**src/rtl/dpram_rd_pkg.sv**
```systemverilog
// Shared definitions for the dual-port RAM stream reader: FSM encoding and parameter legality check.
package dpram_rd_pkg;

   typedef enum logic [1:0] {
      ST_IDLE  = 2'd0,
      ST_READ  = 2'd1,
      ST_DRAIN = 2'd2
   } rd_state_e;

   // Buffer must absorb every read that can still be in the RAM pipe, and be a power of two.
   function automatic bit cfg_ok(input int unsigned n_delay, input int unsigned fifo_depth);
      return (n_delay >= 1) && (fifo_depth >= n_delay + 1) &&
             ((fifo_depth & (fifo_depth - 1)) == 0);
   endfunction

endpackage

```
**src/rtl/stream_fifo.sv**
```systemverilog
// Small flop-based FIFO with registered occupancy count and registered not-empty flag.
module stream_fifo #(
   parameter int unsigned W     = 33,
   parameter int unsigned DEPTH = 4
) (
   input  logic                             clk,
   input  logic                             rstn,
   input  logic                             wr_en,
   input  logic [W-1:0]                     wr_data,
   input  logic                             rd_en,
   output logic                             rd_valid,
   output logic [W-1:0]                     rd_data,
   output logic [$clog2(DEPTH):0]           count
);

   localparam int unsigned PW = $clog2(DEPTH);
   localparam int unsigned CW = PW + 1;

   logic [W-1:0]  mem_q [DEPTH];
   logic [W-1:0]  mem_d [DEPTH];
   logic [PW-1:0] wr_ptr_q, wr_ptr_d;
   logic [PW-1:0] rd_ptr_q, rd_ptr_d;
   logic [CW-1:0] count_q, count_d;
   logic          valid_q, valid_d;
   logic          push_c, pop_c;

   always_comb begin
      mem_d    = mem_q;
      wr_ptr_d = wr_ptr_q;
      rd_ptr_d = rd_ptr_q;
      push_c   = wr_en && (count_q != CW'(DEPTH));
      pop_c    = rd_en && valid_q;
      if (push_c) begin
         mem_d[wr_ptr_q] = wr_data;
         wr_ptr_d        = wr_ptr_q + PW'(1);
      end
      if (pop_c) begin
         rd_ptr_d = rd_ptr_q + PW'(1);
      end
      count_d = count_q + CW'(push_c) - CW'(pop_c);
      valid_d = (count_d != '0);
   end

   always_ff @(posedge clk or negedge rstn) begin
      if (!rstn) begin
         for (int unsigned i = 0; i < DEPTH; i++) begin
            mem_q[i] <= '0;
         end
         wr_ptr_q <= '0;
         rd_ptr_q <= '0;
         count_q  <= '0;
         valid_q  <= 1'b0;
      end else begin
         mem_q    <= mem_d;
         wr_ptr_q <= wr_ptr_d;
         rd_ptr_q <= rd_ptr_d;
         count_q  <= count_d;
         valid_q  <= valid_d;
      end
   end

   assign rd_valid = valid_q;
   assign rd_data  = mem_q[rd_ptr_q];
   assign count    = count_q;

endmodule

```
**src/rtl/dpram_stream_reader.sv**
```systemverilog
// Burst reader: streams len words from a fixed-latency RAM read port into a ready/valid output,
// issuing reads only when the output buffer has room for everything already in flight.
module dpram_stream_reader
   import dpram_rd_pkg::*;
#(
   parameter int unsigned DW         = 32,
   parameter int unsigned AW         = 14,
   parameter int unsigned N_DELAY    = 1,
   parameter int unsigned FIFO_DEPTH = 4
) (
   input  logic          clk,
   input  logic          rstn,
   input  logic          start,
   input  logic [AW-1:0] base_addr,
   input  logic [AW:0]   len,
   output logic          busy,
   output logic          done,
   output logic          ram_enb,
   output logic [AW-1:0] ram_addrb,
   input  logic [DW-1:0] ram_dob,
   output logic          m_valid,
   input  logic          m_ready,
   output logic [DW-1:0] m_data,
   output logic          m_last
);

   localparam int unsigned LW  = AW + 1;
   localparam int unsigned FCW = $clog2(FIFO_DEPTH) + 1;
   localparam int unsigned CW  = $clog2(FIFO_DEPTH) + 2;

   if (!cfg_ok(N_DELAY, FIFO_DEPTH)) begin : g_bad_cfg
      $error("dpram_stream_reader: FIFO_DEPTH must be a power of two >= N_DELAY+1");
   end

   rd_state_e          state_q, state_d;
   logic [AW-1:0]      base_q, base_d;
   logic [LW-1:0]      len_q, len_d;
   logic [LW-1:0]      issued_q, issued_d;
   logic [LW-1:0]      wr_cnt_q, wr_cnt_d;
   logic [AW-1:0]      addr_q, addr_d;
   logic               issue_q, issue_d;
   logic [N_DELAY-1:0] tag_q, tag_d;
   logic               busy_q, busy_d;
   logic               done_q, done_d;
   logic               enb_q, enb_d;

   logic [CW-1:0]      outstanding_c;
   logic               fifo_wr_c, wr_last_c, beat_c;
   logic [FCW-1:0]     fifo_count;
   logic               fifo_valid;
   logic [DW:0]        fifo_rd_data;

   always_comb begin
      state_d  = state_q;
      base_d   = base_q;
      len_d    = len_q;
      issued_d = issued_q;
      wr_cnt_d = wr_cnt_q;
      addr_d   = addr_q;
      issue_d  = 1'b0;
      done_d   = 1'b0;

      // issue_q marks the cycle the address is on the port; tag stage k is k+1 cycles later.
      tag_d[0]      = issue_q;
      outstanding_c = CW'(issue_q) + CW'(fifo_count);
      for (int unsigned i = 0; i < N_DELAY; i++) begin
         outstanding_c = outstanding_c + CW'(tag_q[i]);
         if (i > 0) tag_d[i] = tag_q[i-1];
      end

      fifo_wr_c = tag_q[N_DELAY-1];
      wr_last_c = (wr_cnt_q == len_q - LW'(1));
      beat_c    = fifo_valid && m_ready;
      if (fifo_wr_c) wr_cnt_d = wr_cnt_q + LW'(1);

      case (state_q)
         ST_IDLE: begin
            if (start) begin
               if (len != '0) begin
                  base_d   = base_addr;
                  len_d    = len;
                  issued_d = '0;
                  wr_cnt_d = '0;
                  state_d  = ST_READ;
               end else begin
                  done_d = 1'b1;
               end
            end
         end
         ST_READ: begin
            if (issued_q == len_q) begin
               state_d = ST_DRAIN;
            end else if (outstanding_c < CW'(FIFO_DEPTH)) begin
               issue_d  = 1'b1;
               addr_d   = base_q + AW'(issued_q);
               issued_d = issued_q + LW'(1);
            end
         end
         ST_DRAIN: begin
            if (beat_c && fifo_rd_data[DW]) begin
               state_d = ST_IDLE;
               done_d  = 1'b1;
            end
         end
         default: state_d = ST_IDLE;
      endcase

      busy_d = (state_d != ST_IDLE);
      enb_d  = (state_d != ST_IDLE);
   end

   always_ff @(posedge clk or negedge rstn) begin
      if (!rstn) begin
         state_q  <= ST_IDLE;
         base_q   <= '0;
         len_q    <= '0;
         issued_q <= '0;
         wr_cnt_q <= '0;
         addr_q   <= '0;
         issue_q  <= 1'b0;
         tag_q    <= '0;
         busy_q   <= 1'b0;
         done_q   <= 1'b0;
         enb_q    <= 1'b0;
      end else begin
         state_q  <= state_d;
         base_q   <= base_d;
         len_q    <= len_d;
         issued_q <= issued_d;
         wr_cnt_q <= wr_cnt_d;
         addr_q   <= addr_d;
         issue_q  <= issue_d;
         tag_q    <= tag_d;
         busy_q   <= busy_d;
         done_q   <= done_d;
         enb_q    <= enb_d;
      end
   end

   stream_fifo #(
      .W     (DW + 1),
      .DEPTH (FIFO_DEPTH)
   ) u_fifo (
      .clk      (clk),
      .rstn     (rstn),
      .wr_en    (fifo_wr_c),
      .wr_data  ({wr_last_c, ram_dob}),
      .rd_en    (m_ready),
      .rd_valid (fifo_valid),
      .rd_data  (fifo_rd_data),
      .count    (fifo_count)
   );

   assign busy      = busy_q;
   assign done      = done_q;
   assign ram_enb   = enb_q;
   assign ram_addrb = addr_q;
   assign m_valid   = fifo_valid;
   assign m_data    = fifo_rd_data[DW-1:0];
   assign m_last    = fifo_rd_data[DW];

endmodule

```
**config.mk**
```make
export PLATFORM = sky130hd
export DESIGN_NAME = dpram_stream_reader
export DESIGN_NICKNAME = d
export VERILOG_FILES = /design/src/rtl/dpram_rd_pkg.sv /design/src/rtl/stream_fifo.sv /design/src/rtl/dpram_stream_reader.sv
export SDC_FILE = /design/constraint.sdc
export NUM_CORES = 1
export LEC_CHECK = 0
export BUFFER_PORTS_ARGS = -buffer_cell sky130_fd_sc_hd__buf_2
export CORE_UTILIZATION = 47
export CTS_BUF_LIST = sky130_fd_sc_hd__clkbuf_4
export DETAILED_ROUTE_END_ITERATION = 10
export GPL_ROUTABILITY_DRIVEN = 1
export PLACE_DENSITY = 0.66
export SETUP_SLACK_MARGIN = 0.2
export SKIP_CTS_REPAIR_TIMING = 1
export SLEW_MARGIN = 0
export SYNTH_ARGS = -nofsm -noshare
export SYNTH_HDL_FRONTEND = slang
export SYNTH_SLANG_ARGS = --single-unit
```
**constraint.sdc**
```tcl
create_clock -name clk -period 5.2 [get_ports clk]
set_input_delay 1.56 -clock clk [delete_from_list [all_inputs] [get_ports clk]]
set_output_delay 1.56 -clock clk [all_outputs]
set_load 0.1 [all_outputs]
```
Word-level counts from Yosys, hierarchy flattened

Index checks and enable logic that the tools add are counted.

Bitwise logic cells: 3
Order comparisons: 4
Multiplexer cells: 27
Reduce and logical (&&, ||, !) cells: 12
Add/sub/neg operators: 10
Eq/ne operators: 9

Operators with widths:

| operator                                                    | number |
|---|---|
| bitwise mux 132 bit                                         | 1 |
| 2-to-1 mux 15 bit                                           | 8 |
| 2-to-1 mux 33 bit                                           | 3 |
| binary-select mux 33 bit (select 2 bit)                     | 1 |
| demux 33 bit (select 2 bit)                                 | 1 |
| adder 15 x 1 -> 15 bit (second input constant)              | 2 |
| equality test 15 bit                                        | 2 |
| case mux 15 bit (2 select lines)                            | 1 |
| nonzero test 15 bit                                         | 1 |
| subtractor 15 x 1 -> 15 bit (second input constant)         | 1 |
| adder 14 bit                                                | 1 |
| 2-to-1 mux 2 bit                                            | 4 |
| inequality test 2 bit (second input constant)               | 4 |
| greater-or-equal comparator 3 bit (second input constant)   | 2 |
| 2-to-1 mux 1 bit                                            | 6 |
| NOT 2 -> 3 bit                                              | 2 |
| case mux 2 bit (3 select lines)                             | 1 |
| AND reduction 3 bit                                         | 2 |
| AND reduction 5 bit                                         | 1 |
| adder 1 x 3 -> 4 bit                                        | 1 |
| adder 2 x 1 -> 2 bit (second input constant)                | 2 |
| adder 4 x 1 -> 4 bit                                        | 1 |
| logical AND 1 bit                                           | 4 |
| less-than comparator 4 x 3 -> 1 bit (second input constant) | 1 |
| 11 further kinds                                            | 12 |

Bits of input ports: 65
Register bits: 219
Output and inout port bits: 51

Logic depth before layout (Yosys ltp)

Gate-level depths: netlist of the first run.

Depth in word-level cells: 8
Gate-level depth with buffers: 10

By module

Synthesis of the first run repeated with hierarchy kept, for this count alone.

Cells, all modules: 852
Area total of the unflattened synthesis: 11264.6 um^2

Modules (own cells, without submodules):

| module              | cells each | times used | area each (um^2) | sequential area each (um^2) |
|---|---|---|---|---|
| stream_fifo         | 356        | 1          | 6643.9           | 3503.4 |
| dpram_stream_reader | 496        | 1          | 4620.7           | 1976.9 |

Worst setup path before layout of the first run

Ideal clock, no wire load.

Path kind: reg-to-output
Start: reg u_fifo.rd_ptr_q[0]
End: out m_data[10]
Buffers on the path: 2
Arrival: 2.066 ns
Path slack: 1.574 ns
Stages on the path, launching flop included: 4
Data required time: 3.640 ns
Path through: dfrtp_1 -> clkbuf_1 -> buf_1 -> mux4_2

Cells in the longest elaborated chain, start to end: 4

Ends and longest elaborated chain:

| what                                                 | line                      | source |
|---|---|---|
| from (decl)                                          | stream_fifo.sv:22         | `logic [PW-1:0] rd_ptr_q, rd_ptr_d;` |
| from (signal assigned)                               | stream_fifo.sv:56         | `rd_ptr_q <= rd_ptr_d;` |
| NOT 2 -> 3 bit (not written as such)                 | stream_fifo.sv:63         | `assign rd_data = mem_q[rd_ptr_q];` |
| binary-select mux 33 bit (select 2 bit)              | stream_fifo.sv:63         |  |
| 2-to-1 mux 33 bit (not written as such) (2 in a row) | stream_fifo.sv:63         |  |
| to (decl)                                            | dpram_stream_reader.sv:23 | `output logic [DW-1:0] m_data,` |

No other way between the ends. The select of a mux whose other input is x is not followed.

Worst setup path in the final report of the first run

Start: reg u_fifo.rd_ptr_q[0]
End: out m_data[23]

Same word-level chain as after synthesis.

==> implementation parameters, run 1 <==
Parameter                              Value

Run status
  Run status    complete, but fails checks
  Violations in the final reports    DRC

Timing
  Fin Clk Skew    74.1 ps
  Highest achievable clock rate    235 MHz
  Final hold violation count    0
  Final max-slew violation count    0
  Finish-stage setup viols    0
  Slew at the pin with the worst max-slew slack    890 ps
  Period utilization    0.817
  Setup TNS after final layout    0 ps
  Unrepaired setup endpoints after global routing    no
  Rel. slew slack    0.407
  Tmin final    4250 ps

Floorplan
  Die height    152 um
  Number of primary I/O pins    116
  Num rows    54
  Width of the die    152 um
  Full die area    23,200 um2
  Starting utilization of the core area    0.483
  Area of the core    22,000 um2

Logic synthesis
  Number of synthesis warnings    0
  Count of cell types in the netlist    57
  Share of the yosys chip area belonging to registers    0.517
  Count of flip-flops with a built-in enable after synthesis    0
  Number of standard cells after synthesis    865
  Netlist area before placement    10,600 um2
  Total nets after synthesis    approximately 960
  Number of synthesized register bits    about 220
  Main flop type after synthesis    sky130_fd_sc_hd__dfrtp_1
  Fraction of synthesis flops using an asynchronous set or reset pin    1.00
  Mapped Avg Cell Area    12.3 um2

Clock tree
  Max H-tree Level    2
  Clock-pin transition on the worst setup and hold timing paths    70 ps
  # clock sinks    219
  Num CTS Buffers    59
  Bufs on Longest Clock Path    3
  Worst-skew pair later-pin latency    ~700 ps
  Cell at the root of the clock tree    sky130_fd_sc_hd__clkbuf_4
  Clock tree from TritonCTS    done

Critical path
  Buffer and inverter count on the worst path    2
  Longest individual stage delay on the worst path    760 ps
  Crit. path cell count    3
  Startpoint of the worst register-to-register path    issued_q[0]$_DFFE_PN0P_
  Setup crit end    m_data[23]
  Arrival @ worst endpoint    ~2700 ps
  Cell family contributing the most delay on the critical path    flip-flops
  Critical register-to-register path endpoint    ram_addrb[12]$_DFFE_PN0P_
  Worst reg-to-reg setup slack    between 2000 and 3000 ps
  Cell chain of the critical path    buf_4, mux4_2, buf_2
  CP startpoint kind    flop
  Crit path max-delay cell type    sky130_fd_sc_hd__dfrtp_2
  Required time worst endpoint    3640 ps
  Maximum fanout along the worst path    18
  Depth of the worst register-to-register path    9
  Critical path class    flop to output pin
  Startpoint of the most critical setup path    u_fifo.rd_ptr_q[0]$_DFFE_PN0N_
  Element type at the critical path end    output pin

Route
  Via density per instance    5.41
  Wirelength per Cell    16.6 um
  Overall via count from detail_route    7,186
  Number of violations reported at the end of detailed-routing iteration 0    266
  Number of design rule violations left after detail routing    3
  Post-Route WL    22,100 um
  Detailed-routing iteration count for the pre-antenna-repair pass    10
  Remaining number of nets flagged by the antenna check after routing    0

GRT
  Global-route wire length before repair    about 38,000 um
  Remaining Overflow, GRT    0
  Number of antenna violations at the first check in global routing    1
  Global routing usage summed across all routing layers    0.199
  Largest net degree at the start of global routing    120
  Vias in the first global route    7,441

Placement
  Post-DP HPWL    14,400 um
  Gpl congestion    0.798
  Port Buffers    115

Cells and area
  Fraction of layout instances using a drive strength above 1    0.367
  Leading cell types in the layout, fill and taps excluded    sky130_fd_sc_hd__dfrtp_1 (218), sky130_fd_sc_hd__mux2_2 (128), sky130_fd_sc_hd__nand2_1 (125)
  # nets final    1,099
  Signed area change from the synthesized netlist to the final layout    14.7%
  Leading cell type in the layout, fill and taps excluded    sky130_fd_sc_hd__dfrtp_1

Flow run
  Max-capacitance violation count    0

Worst hold path
  Worst min-delay path category    flop to flop
-- area by class of cell --
class | instances | area, um2
Clock buffer | 78 | 586
Inverter | 14 | 52.6
Multi-Input combinational cell | 584 | 4890
Clock inverter | 22 | 104
Fill cell | 1856 | 9790
Antenna cell | 1 | 2.50
Sequential cell | 219 | 5480
Timing Repair Buffer | 130 | 698
Tap cell | 280 | 350
-- cells by family after synthesis --
logic type,share of synthesized area
AO/OA/AOI/OAI,0.0467
XOR/XNOR,0.0545
adder cells (fa/ha/maj),0.0321
flip-flops,0.517
AND/OR/NAND/NOR,0.112
buffers and inverters,0.0232
multiplexers,0.215
-- registers in the layout, summed over array words and instances (netlist names), 2 cells and up --
signal	cells
u_fifo.mem_q	132
issued_q	15
len_q	15
wr_cnt_q	15
base_q	14
ram_addrb	14
u_fifo.count	3
state_q	2
u_fifo.rd_ptr_q	2
u_fifo.wr_ptr_q	2
-- Yosys cell counts, drive strengths merged (2+ instances only) --
cell	count	area share
nor3	4	0.0019
nor4b	2	0.0022
a21oi	12	0.0060
a211oi	5	0.0035
xor2	27	0.022
nand4	9	0.0053
ha	24	0.028
or2	2	0.0012
xnor2	39	0.032
o21bai	2	0.0014
nor4	12	0.010
mux2i	3	0.0028
clkbuf	32	0.011
nor2b	5	0.0029
o21a	2	0.0014
fa	2	0.0038
buf	16	0.0070
dfrtp	219	0.52
a31oi	5	0.0029
or4	5	0.0039
inv	14	0.0050
and3	2	0.0012
or3	9	0.0053
mux4	33	0.070
nand2b	5	0.0029
nor2	35	0.012
a2111oi	2	0.0034
o211ai	9	0.0064
nand3	25	0.012
and4	2	0.0017
o21ai	27	0.013
mux2	134	0.14
o31ai	3	0.0021
nand2	125	0.044
-- per-layer routing --
metal / vias up / track usage / share of wire
li1: 3406 / - / -
met1: 3569 / 0.263 / 0.45
met2: 177 / 0.324 / 0.48
met3: 34 / 0.0475 / 0.059
met4: 0 / 0.0656 / 0.017
met5: - / 0 / 0
-- metrics by stage --
step           area (um2)  utilization  hold WS [ps]  std cells  setup slack, ps
5_1_grt             12200        0.554           400       1328              754
2_1_floorplan       10600            -           360        865             1570
3_3_place_gp        11500        0.522           368       1227             1600
4_1_cts             12200        0.554           389       1327              840
3_5_place_dp        11500        0.522           373       1227             1560
6_report            12200        0.554           389       1328              954
-- how the worst min path moves through the flow --
| stage | startpoint | endpoint | slack (ps) | depth (start not counted) |
|---|---|---|---|---|
| 2_1_floorplan | issue_q$_DFF_PN0_ | fifo_wr_c$_DFF_PN0_ | 360 | 0 |
| 3_3_place_gp | issue_q$_DFF_PN0_ | fifo_wr_c$_DFF_PN0_ | 370 | 0 |
| 3_5_place_dp | issue_q$_DFF_PN0_ | fifo_wr_c$_DFF_PN0_ | 370 | 0 |
| 4_1_cts | issue_q$_DFF_PN0_ | fifo_wr_c$_DFF_PN0_ | 390 | 0 |
| 5_1_grt | issue_q$_DFF_PN0_ | fifo_wr_c$_DFF_PN0_ | 400 | 0 |
| 6_report | issue_q$_DFF_PN0_ | fifo_wr_c$_DFF_PN0_ | 390 | 0 |
Power of run 1 is not shown: default switching activity piles up to over one toggle a cycle in this logic, so the estimate is an artifact.
==> run 2: changes to the inputs <==
Clock period 5.2 ns to 4.2 ns, I/O delays scaled along.
==> run 2 against run 1 <==
The run still ends with DRC left. Routed wire length about the same. Count of clock-buffer cells in the layout up 7. Global-route usage is essentially flat. First-iteration DRC count grew 11%. Die area unchanged. Sequential cell count is the same. Critical endpoint is now m_last. Cell area grew 0.61%. Critical path depth did not move. Register-to-register slack worse by 1100 ps. Critical path type unchanged.
==> implementation parameters, run 2 (same netlist as run 1, synthesis figures left out) <==
Parameter                              Value

Run status
  Run status    complete, but fails checks
  Violations in the final reports    DRC

Route
  Wirelength per Cell    16.6 um
  Remaining number of nets flagged by the antenna check after routing    0
  Detailed-routing iteration count for the pre-antenna-repair pass    7
  Number of violations reported at the end of detailed-routing iteration 0    about 290
  Overall via count from detail_route    7,083
  Post-Route WL    ~22,000 um
  Via density per instance    5.31
  Number of design rule violations left after detail routing    3

Cells and area
  Largest register by flop count    u_fifo.mem_q
  Fraction of layout instances using a drive strength above 1    0.375
  Max FFs per register    132
  Leading cell types in the layout, fill and taps excluded    sky130_fd_sc_hd__dfrtp_1 (218), sky130_fd_sc_hd__mux2_2 (128), sky130_fd_sc_hd__nand2_1 (125)
  Leading cell type in the layout, fill and taps excluded    sky130_fd_sc_hd__dfrtp_1
  # nets final    roughly 1,100
  Signed area change from the synthesized netlist to the final layout    15.4%

Timing
  Period utilization    0.908
  Rel. slew slack    0.427
  Setup TNS after final layout    0 ps
  Crit path setup slack, layout    385 ps
  Slew at the pin with the worst max-slew slack    858 ps
  Final hold violation count    0
  Unrepaired setup endpoints after global routing    no
  Fin Clk Skew    77.1 ps
  Finish-stage setup viols    0
  Final max-slew violation count    0
  Tmin final    3810 ps
  Highest achievable clock rate    262 MHz

Worst hold path
  Min-Delay Path Depth    0
  Worst min-delay path category    flop to flop
  Worst Min Path Start    issue_q$_DFF_PN0_

Clock tree
  Cell at the root of the clock tree    sky130_fd_sc_hd__clkbuf_4
  Clock tree from TritonCTS    done
  Max H-tree Level    2
  Num CTS Buffers    59
  Worst-skew pair later-pin latency    710 ps
  # clock sinks    219
  Clock-pin transition on the worst setup and hold timing paths    70 ps
  Bufs on Longest Clock Path    3

Placement
  Gpl congestion    roughly 0.81
  Port Buffers    115
  Post-DP HPWL    14,900 um
  Post-Place Worst Slack    911 ps

Critical path
  Startpoint of the most critical setup path    u_fifo.rd_ptr_q[0]$_DFFE_PN0N_
  Element type at the critical path end    output pin
  Critical path class    flop to output pin
  Crit path max-delay cell type    sky130_fd_sc_hd__dfrtp_2
  Maximum fanout along the worst path    16
  CP startpoint kind    flop
  Cell chain of the critical path    buf_12, mux4_2, buf_2
  Arrival @ worst endpoint    about 2600 ps
  Startpoint of the worst register-to-register path    fifo_wr_c$_DFF_PN0_
  Depth of the worst register-to-register path    5
  Required time worst endpoint    ~3000 ps
  Longest individual stage delay on the worst path    690 ps
  Worst reg-to-reg setup slack    1410 ps

Floorplan
  Number of primary I/O pins    116
  Starting utilization of the core area    0.483
  Die height    152 um
  Width of the die    152 um
  Num rows    54
  Area of the core    between 20,000 and 25,000 um2
  Full die area    23,200 um2

Flow run
  Max-capacitance violation count    0

GRT
  Remaining Overflow, GRT    0
  Number of antenna violations at the first check in global routing    1
  Largest net degree at the start of global routing    a little under 80
  Vias in the first global route    about 7,400
  Global routing usage summed across all routing layers    0.199
  Global-route wire length before repair    37,400 um
[run 2: cell count changes in the layout (fill, tap and decap cells not counted)]
cell / change
sky130_fd_sc_hd__inv_2: +1
sky130_fd_sc_hd__clkinv_2: +2
sky130_fd_sc_hd__clkinv_8: -1
sky130_fd_sc_hd__inv_8: +1
sky130_fd_sc_hd__clkinv_1: -5
sky130_fd_sc_hd__buf_12: +2
sky130_fd_sc_hd__clkbuf_4: +7
sky130_fd_sc_hd__clkinv_4: -1
[run 2: worst paths after layout]
check	endpoint
setup reg to reg	u_fifo.mem_q[95]$_DFFE_PN0P_
min in group asynchronous	u_fifo.mem_q[95]$_DFFE_PN0P_
max in group asynchronous	u_fifo.mem_q[48]$_DFFE_PN0P_
hold reg to reg	fifo_wr_c$_DFF_PN0_
hold / removal	fifo_wr_c$_DFF_PN0_
setup / recovery	m_last
[run 2: final cells by class]
cell class / count / area [um2]
Inverter: 14 / 52.6
Sequential cell: 219 / 5480
Tap cell: 280 / 350
Fill cell: 1877 / 9720
Multi-Input combinational cell: 584 / 4890
Timing Repair Buffer: 132 / 738
Clock buffer: 85 / 638
Clock inverter: 19 / 85.1
Antenna cell: 1 / 2.50
[run 2: worst max-delay path: cells and delay by family, from the launching register on]
kind     cells  cell delay [ps]
mux          1              570
buf+inv      2              580
flops        1              690
[run 2: layer usage]
metal	global-route usage	up-vias	routed length [um]
met4	0.0598	0	272
li1	-	3412	-
met1	0.262	3511	10000
met3	0.0498	27	1160
met5	0	-	0
met2	0.327	133	10700
[run 2: metrics by stage]
| stage | hold slack, ps | util | std cells | area [um2] |
|---|---|---|---|---|
| final | 426 | 0.557 | 1334 | 12200 |
| after global routing | 427 | 0.557 | 1334 | 12200 |
| after CTS | 413 | 0.557 | 1333 | 12200 |
| after detailed placement | 379 | 0.524 | 1229 | 11500 |
| after global placement | 366 | 0.524 | 1229 | 11500 |
| after floorplan | 360 | - | 865 | 10600 |
Power of run 2 is left out for the same reason.
==> run 3: changes to the inputs <==
==> constraint.sdc (replaced) <==
create_clock -name clk -period 4.2 [get_ports clk]
set_input_delay 0.63 -clock clk [delete_from_list [all_inputs] [get_ports clk]]
set_output_delay 0.63 -clock clk [all_outputs]
set_load 0.1 [all_outputs]
==> run 3 against run 2 <==
Die area unchanged. Count of clock-buffer cells in the layout up 10. Worst hold slack worse by 420 ps. The run still ends with DRC left. Cell area up 0.32%. Sequential cell count unchanged. Via count up 0.69%. Highest routed layer unchanged. Non-clock buffer count down 2. Register-to-register slack better by 100 ps.
==> implementation parameters, run 3 (same netlist as run 1, synthesis figures left out) <==
Parameter                              Value

Run status
  Run status    complete, but fails checks
  Violations in the final reports    DRC

Flow run
  Max-capacitance violation count    0

Floorplan
  Starting utilization of the core area    0.483
  Full die area    23,200 um2
  Number of primary I/O pins    116
  Width of the die    about 150 um
  Area of the core    ~22,000 um2
  Die height    approximately 150 um
  Num rows    54

Route
  Metal2 WL    ~11,000 um
  Overall via count from detail_route    7,132
  Detailed-routing iteration count for the pre-antenna-repair pass    7
  Post-Route M1 WL    9910 um
  Wirelength per Cell    16.6 um
  Via density per instance    5.33
  Highest Signal Layer    met4
  Remaining number of nets flagged by the antenna check after routing    0
  Met3 WL    1320 um
  Number of violations reported at the end of detailed-routing iteration 0    301
  Post-Route WL    22,200 um
  Number of design rule violations left after detail routing    3

GRT
  Number of antenna violations at the first check in global routing    3
  Largest net degree at the start of global routing    120
  Global routing usage summed across all routing layers    0.205
  Global-route wire length before repair    38,500 um
  Remaining Overflow, GRT    0
  Vias in the first global route    7,769

Critical path
  CP startpoint kind    flop
  Cell chain of the critical path    buf_4, mux4_2, buf_2
  Crit path max-delay cell type    sky130_fd_sc_hd__dfrtp_2
  Critical path class    flop to output pin
  Buffer and inverter count on the worst path    2
  Cell family contributing the most delay on the critical path    flip-flops
  Element type at the critical path end    output pin
  Critical register-to-register path endpoint    u_fifo.mem_q[65]$_DFFE_PN0P_
  Maximum fanout along the worst path    18
  Worst reg-to-reg setup slack    1510 ps
  Startpoint of the worst register-to-register path    len_q[0]$_DFFE_PN0P_
  Arrival @ worst endpoint    2660 ps
  Longest individual stage delay on the worst path    750 ps
  Required time worst endpoint    roughly 3600 ps
  Depth of the worst register-to-register path    9

Clock tree
  Num CTS Buffers    60
  Max H-tree Level    2
  Clock tree from TritonCTS    done
  Worst-skew pair later-pin latency    710 ps
  Cell at the root of the clock tree    sky130_fd_sc_hd__clkbuf_4
  Clock-pin transition on the worst setup and hold timing paths    60 ps
  Bufs on Longest Clock Path    3
  # clock sinks    roughly 220

Timing
  Finish-stage setup viols    0
  Setup TNS after final layout    0 ps
  Tmin final    3290 ps
  Rel. slew slack    0.400
  Highest achievable clock rate    304 MHz
  Unrepaired setup endpoints after global routing    no
  Period utilization    0.784
  Final max-slew violation count    0
  Slew at the pin with the worst max-slew slack    900 ps
  Final hold violation count    0
  Fin Clk Skew    62.4 ps

Worst hold path
  Worst min-delay path category    input pin to async pin

Cells and area
  Fraction of layout instances using a drive strength above 1    0.381
  # nets final    about 1,100
  Signed area change from the synthesized netlist to the final layout    15.7%
  Max FFs per register    132
  Largest register by flop count    u_fifo.mem_q
  Leading cell type in the layout, fill and taps excluded    sky130_fd_sc_hd__dfrtp_1
  Leading cell types in the layout, fill and taps excluded    sky130_fd_sc_hd__dfrtp_1 (218), sky130_fd_sc_hd__mux2_2 (128), sky130_fd_sc_hd__nand2_1 (125)
  Number of fillers in the final layout    1,901

Placement
  Post-DP HPWL    approximately 15,000 um
  Gpl congestion    0.796
  Port Buffers    around 120
[run 3: layout make-up]
type | instances | area [um2] | share of cell area
clock inverters | 13 | 71.3 | 0.00581
clock buffers | 95 | 713 | 0.0581
repair buffers | 130 | 711 | 0.0579
multi-input cells | 584 | 4890 | 0.398
diodes | 3 | 7.51 | 0.000611
well taps | 280 | 350 | 0.0285
inverters | 14 | 52.6 | 0.00428
flip-flops and latches | 219 | 5480 | 0.446
[run 3: worst max-delay path by stage]
stage,startpoint,endpoint,cells after the start
after floorplan,u_fifo.rd_ptr_q[0]$_DFFE_PN0N_,m_data[10],3
after global placement,issued_q[2]$_DFFE_PN0P_,ram_addrb[11]$_DFFE_PN0P_,7
after detailed placement,len[1],issued_q[14]$_DFFE_PN0P_,7
after CTS,u_fifo.rd_ptr_q[0]$_DFFE_PN0N_,m_data[15],3
after global routing,u_fifo.rd_ptr_q[0]$_DFFE_PN0N_,m_data[17],3
final,u_fifo.rd_ptr_q[0]$_DFFE_PN0N_,m_data[15],3
[run 3: stage by stage]
step / hold WS [ps] / cells / cell area [um2] / setup WS, ps / util
after floorplan: 334 / 865 / 10600 / 1500 / -
after global placement: 383 / 1227 / 11500 / 1490 / 0.523
after detailed placement: 393 / 1227 / 11500 / 1470 / 0.523
after CTS: -3.32 / 1335 / 12300 / 794 / 0.559
after global routing: 42.2 / 1338 / 12300 / 711 / 0.559
final: 5.06 / 1338 / 12300 / 907 / 0.559
[run 3: metal layers]
layer  up-vias  track usage
li1       3395            -
met1      3540        0.263
met2       164        0.336
met3        33       0.0498
met4         0       0.0777
met5         -            0
Power of run 3 is left out for the same reason.
